## config.mk

```make
export PLATFORM = sky130hd
export DESIGN_NAME = stage3
export DESIGN_NICKNAME = d
export VERILOG_FILES = /design/src/rtl/stage3.sv
export SDC_FILE = /design/constraint.sdc
export NUM_CORES = 1
export LEC_CHECK = 0
export CORE_ASPECT_RATIO = 1.75
export CORE_MARGIN = 10
export CORE_UTILIZATION = 25
export CTS_CLUSTER_SIZE = 14
export DETAILED_ROUTE_END_ITERATION = 12
export PLACE_DENSITY_LB_ADDON = 0.05
export SETUP_SLACK_MARGIN = 0.3
export SYNTH_ARGS = -nofsm -noshare
export SYNTH_HDL_FRONTEND = slang
export SYNTH_SLANG_ARGS = --single-unit
```

## constraint.sdc

```tcl
create_clock -name clk -period 3 [get_ports clk]
set_input_delay 0.6 -clock clk [delete_from_list [all_inputs] [get_ports clk]]
set_output_delay 0.6 -clock clk [all_outputs]
set_load 0.05 [all_outputs]
```

## src/rtl/stage3.sv

```systemverilog
// ---------------------------------------------------------------------------
// stage3: write-back / next-PC stage of the emulator CPU pipeline.
//
// Decodes the 3-bit micro-block selector coming from stage 2 and drives
// RAM writes, output-device writes, the next program counter and the next
// power state. The datapath is purely combinational. The only state is a
// sticky halt flag, which is set by a HALT micro-block and cleared by reset.
//
// Ports:
//   clk                    in   1   system clock
//   reset                  in   1   synchronous reset, active-high
//   mblock_s3              in   3   micro-block selector
//   vrw_value              in   32  operand value (indirect RAM address in [15:0])
//   vw_value               in   32  write value / jump target ([15:0])
//   vrw_source             in   8   direct RAM or device address
//   pc                     in   16  current program counter
//   is_powered_on          in   1   current power state
//   flag_last_zero         in   1   zero flag of the last ALU result
//   ram_address            out  16  RAM write address
//   ram_in                 out  32  RAM write data
//   ram_is_write           out  1   RAM write enable
//   input_devices_address  out  8   output-device address
//   input_devices_value    out  32  output-device write data
//   output_is_write        out  1   output-device write enable
//   pc_next                out  16  next program counter
//   execute_from_ram_new   out  1   next PC comes from a taken jump
//   is_powered_on_new      out  1   next power state
// ---------------------------------------------------------------------------
module stage3 (
    input  logic        clk,
    input  logic        reset,
    input  logic [2:0]  mblock_s3,
    input  logic [31:0] vrw_value,
    input  logic [31:0] vw_value,
    input  logic [7:0]  vrw_source,
    input  logic [15:0] pc,
    input  logic        is_powered_on,
    input  logic        flag_last_zero,
    output logic [15:0] ram_address,
    output logic [31:0] ram_in,
    output logic        ram_is_write,
    output logic [7:0]  input_devices_address,
    output logic [31:0] input_devices_value,
    output logic        output_is_write,
    output logic [15:0] pc_next,
    output logic        execute_from_ram_new,
    output logic        is_powered_on_new
);

    localparam logic [2:0] MbNop      = 3'd0;
    localparam logic [2:0] MbRamDir   = 3'd1;
    localparam logic [2:0] MbOut      = 3'd2;
    localparam logic [2:0] MbRamInd   = 3'd3;
    localparam logic [2:0] MbJmp      = 3'd4;
    localparam logic [2:0] MbJmpZero  = 3'd5;
    localparam logic [2:0] MbJmpNzero = 3'd6;
    localparam logic [2:0] MbHalt     = 3'd7;

    logic        halt_q;
    logic        halt_d;
    logic        run;
    logic        jump_taken;
    logic [15:0] pc_plus4;

    // Sticky once set; only reset clears it.
    always_comb begin
        halt_d = halt_q | ((mblock_s3 == MbHalt) & is_powered_on);
    end

    always_ff @(posedge clk) begin
        if (reset) begin
            halt_q <= 1'b0;
        end else begin
            halt_q <= halt_d;
        end
    end

    // Off or halted: the CPU is frozen, nothing below may take effect.
    assign run      = is_powered_on & ~halt_q;
    assign pc_plus4 = pc + 16'd4;

    always_comb begin
        jump_taken = 1'b0;
        if (run) begin
            case (mblock_s3)
                MbJmp:      jump_taken = 1'b1;
                MbJmpZero:  jump_taken = flag_last_zero;
                MbJmpNzero: jump_taken = ~flag_last_zero;
                default:    jump_taken = 1'b0;
            endcase
        end
    end

    always_comb begin
        ram_address           = 16'd0;
        ram_in                = 32'd0;
        ram_is_write          = 1'b0;
        input_devices_address = 8'd0;
        input_devices_value   = 32'd0;
        output_is_write       = 1'b0;
        pc_next               = run ? pc_plus4 : pc;
        execute_from_ram_new  = jump_taken;
        is_powered_on_new     = run;

        if (jump_taken) begin
            pc_next = vw_value[15:0];
        end

        if (run) begin
            case (mblock_s3)
                MbRamDir: begin
                    ram_address  = {8'd0, vrw_source};
                    ram_in       = vw_value;
                    ram_is_write = 1'b1;
                end
                MbOut: begin
                    input_devices_address = vrw_source;
                    input_devices_value   = vw_value;
                    output_is_write       = 1'b1;
                end
                MbRamInd: begin
                    ram_address  = vrw_value[15:0];
                    ram_in       = vw_value;
                    ram_is_write = 1'b1;
                end
                MbHalt: begin
                    pc_next           = pc;
                    is_powered_on_new = 1'b0;
                end
                default: begin
                    // NOP and jumps: handled by the defaults above.
                end
            endcase
        end
    end

endmodule

```

==> flow_summary.yaml <==
grt:
  grt_pass1_wl_um: 17400
  grt_use_met2_pct: 49.7
  busiest_layer: "met2"
  met1_usage_pct: 19.2
  grt_pass1_vias: 2975
  use_met3_pct: 9.26
  antenna_found_initial: 0
  gr-total-overflow: 0
  grt_start_max_net_pins: 42
  grtUsageTotal_pct: 23.5
finish:
  nNetsFinal: 525
  final_cell_mix: "100 x buf_12, 61 x clkdlybuf4s50_1, 45 x buf_4"
  reg_top3: "halt_q (1)"
  drive_gt1_share_pct: 45.4
  area_delta_synth_final_pct: 245
  layout_commonest_cell: "buf_12"
  regArea_um2: 20.0
  diodes: 0
  fillerInstances: 251
  largest_register_ffs: 1
  regMostFlops: "halt_q"
  multi_input_area_um2: 1440
  finalNonFillerCells: 501
setup_path:
  reg2reg_from: "halt_q"
  critPathArrivalTime_ns: 2.08
  rrSetupSlack_ns: 2.36
  rr_endpoint: "halt_q"
  path_max_fanout: 5
  cp-start-kind: "input pin"
  worstSetupEndpointType: "primary output"
  worstPathRequired_ns: 2.40
  worstSetupPathType: "in2out"
  reg2reg_depth: 2
pwr:
  powerDensity_nw_per_um2: 148
  p_leak_uw: 0.00214
  p_switching_uw: 354
  pwr-share-seq_pct: 2.1
  peakVddDrop_mv: 0.0794
  internal_power_uw: 352
  clockPowerShare_pct: 0
  switching_share_pct: 50.1
  comb_power_share_pct: 97.9
hold_path:
  min_from: "halt_q"
  whs_path_depth: 2
  hp-class: "reg2reg"
  hold_path_end: "halt_q"
floorplanning:
  core-area_um2: 5340
  ios: 203
  die_w_um: 76.2
  start_util_pct: 25.9
  dieArea_um2: 9030
  row_count: 35
  dieHeight_um: 118
detailed_routing:
  drtIter0Drc: 210
  drt-total-wl_um: 11400
  vias: 2655
  via_per_inst: 5.30
  drcViolationCount: 0
  ant_nets: 0
  wl_per_cell_um: 22.7
  drt_pass1_iterations: 4
synth:
  avgSynthCellArea_um2: 6.32
  synth.distinct_cells: 39
  synthAdderAreaFrac_pct: 0.904
  synthCells: 219
  syn_area_um2: 1380
  ys_warn_count: 0
  synth-simple-area-share_pct: 58.2
  synth_top_family_by_area: "simple AND/OR/NAND/NOR gates"
  synthMuxAreaShare_pct: 10.1
  synth-seq-cells: 1
  synth_seq_area_share_pct: 1.45
  synth_nets: 315
  synth_xor_area_share_pct: 0
  synth_compound_area_share_pct: 20.7
placement:
  dp_cells: 498
  port_buffers: 186
  gp_congestion: 0.894
  dp_hpwl_um: 9760
timing:
  final-setup-viol-count: 0
  drv_slew: 0
  hold_violations: 0
  final.setup_skew_ns: 0
  post-route-min-period_ns: 2.68
  rsz0062_at_grt: "true"
  worstMarginPinSlew_ns: 0.358
  slew_headroom_pct: 75.9
  clock.fmax_mhz: 373
  fin_hold_ws_ns: 0.577
  fin_crit_sh_pct: 89.4
clock_tree:
  clk_pin_slew_ns: 0
  clk_latency_ns: 0
  ctsHoldBuffers: 0
job:
  maxCapViolCount: 0
status:
  outcome: "finished clean"
-- routing by layer --
layer  share of wire (%)  vias to the layer above
met5                   0                        -
met4                 2.3                        0
met3                 9.8                       20
met2                  59                      150
met1                  29                     1264
li1                    -                     1221
-- how the worst max path moves through the flow --
stage / start / to / slack (ns) / depth (start not counted)
6_report: flag_last_zero / pc_next[6] / 0.32 / 7
2_1_floorplan: is_powered_on / pc_next[15] / 0.20 / 5
4_1_cts: mblock_s3[0] / pc_next[7] / 0.29 / 7
3_5_place_dp: flag_last_zero / pc_next[6] / -0.09 / 7
5_1_grt: flag_last_zero / pc_next[6] / 0.28 / 7
3_3_place_gp: flag_last_zero / pc_next[7] / -0.06 / 7
-- area by class of cell --
| class | instances | area share (%) |
|---|---|---|
| inverters | 5 | 0.656 |
| multi-input cells | 192 | 30.2 |
| well taps | 74 | 1.94 |
| repair buffers | 229 | 66.8 |
| flip-flops and latches | 1 | 0.420 |
-- logic make-up after synthesis --
kind of cell / Yosys count
AND/OR/NAND/NOR: 137
adder cells (fa/ha/maj): 1
multiplexers: 12
buffers and inverters: 26
flip-flops: 1
AO/OA/AOI/OAI: 42
-- power groups by stage --
stage	logic, uW	clock network [uW]	registers [uW]
after detailed placement	678	0	14.8
after CTS	691	0	14.8
after global placement	661	0	14.7
after floorplan	301	0	14.5
final	691	0	14.8
after global routing	717	0	14.9
-- critical path: stages --
cell and delay, ns:
buf_6 0.09, mux2_4 0.29, or2_4 0.28, buf_12 0.15, mux2_4 0.29, o22a_1 0.22
buf_6 0.15
-- cell usage after synthesis (all sizes together) --
cell     instances  area (um^2)
and4             1         8.76
mux2             4         60.1
o211a            1         10.0
mux2i            8         80.1
o2bb2a           2         20.0
a41oi            1         8.76
o31ai            1         7.51
nor4b            1         15.0
nand2b           1         6.26
nor2b            1         6.26
clkinv           1         3.75
a31oi            1         6.26
and4b            3         30.0
a21oi           11         55.1
clkbuf          14         52.6
inv              4         15.0
or3              1         6.26
o22a             4         35.0
nand3b           1         7.51
nand2           14         52.6
o211ai           2         15.0
a221oi           1         15.0
nor4             1         6.26
a22oi            1         7.51
and3            44          275
buf              7         47.5
or2              2         12.5
nor2            12         45.0
nand4            7         43.8
o22ai            8         50.1
ha               1         12.5
nor3             2         10.0
dfxtp            1         20.0
o21ai            6         30.0
and2            40          250
a2bb2oi          3         26.3
nand3            6         30.0
-- stage by stage --
stage / setup TNS [ns] / area, um^2 / total power, uW / worst slack, ns / util [%]
3_3_place_gp: -0.206 / 4670 / 676 / -0.0589 / 87.3
2_1_floorplan: 0 / 1520 / 315 / 0.202 / -
3_5_place_dp: -0.588 / 4670 / 692 / -0.0913 / 87.3
4_1_cts: 0 / 4770 / 706 / 0.295 / 89.2
5_1_grt: 0 / 4770 / 732 / 0.281 / 89.3
6_report: 0 / 4770 / 706 / 0.319 / 89.3
-- what timing repair did --
action,4_1_cts,5_1_grt
pin swaps,11,10
cloned,1,0
setup endpoints to repair,106,7
setup buffers,1,1
gates resized for setup,59,13
Power figures use the tool's default switching activity.
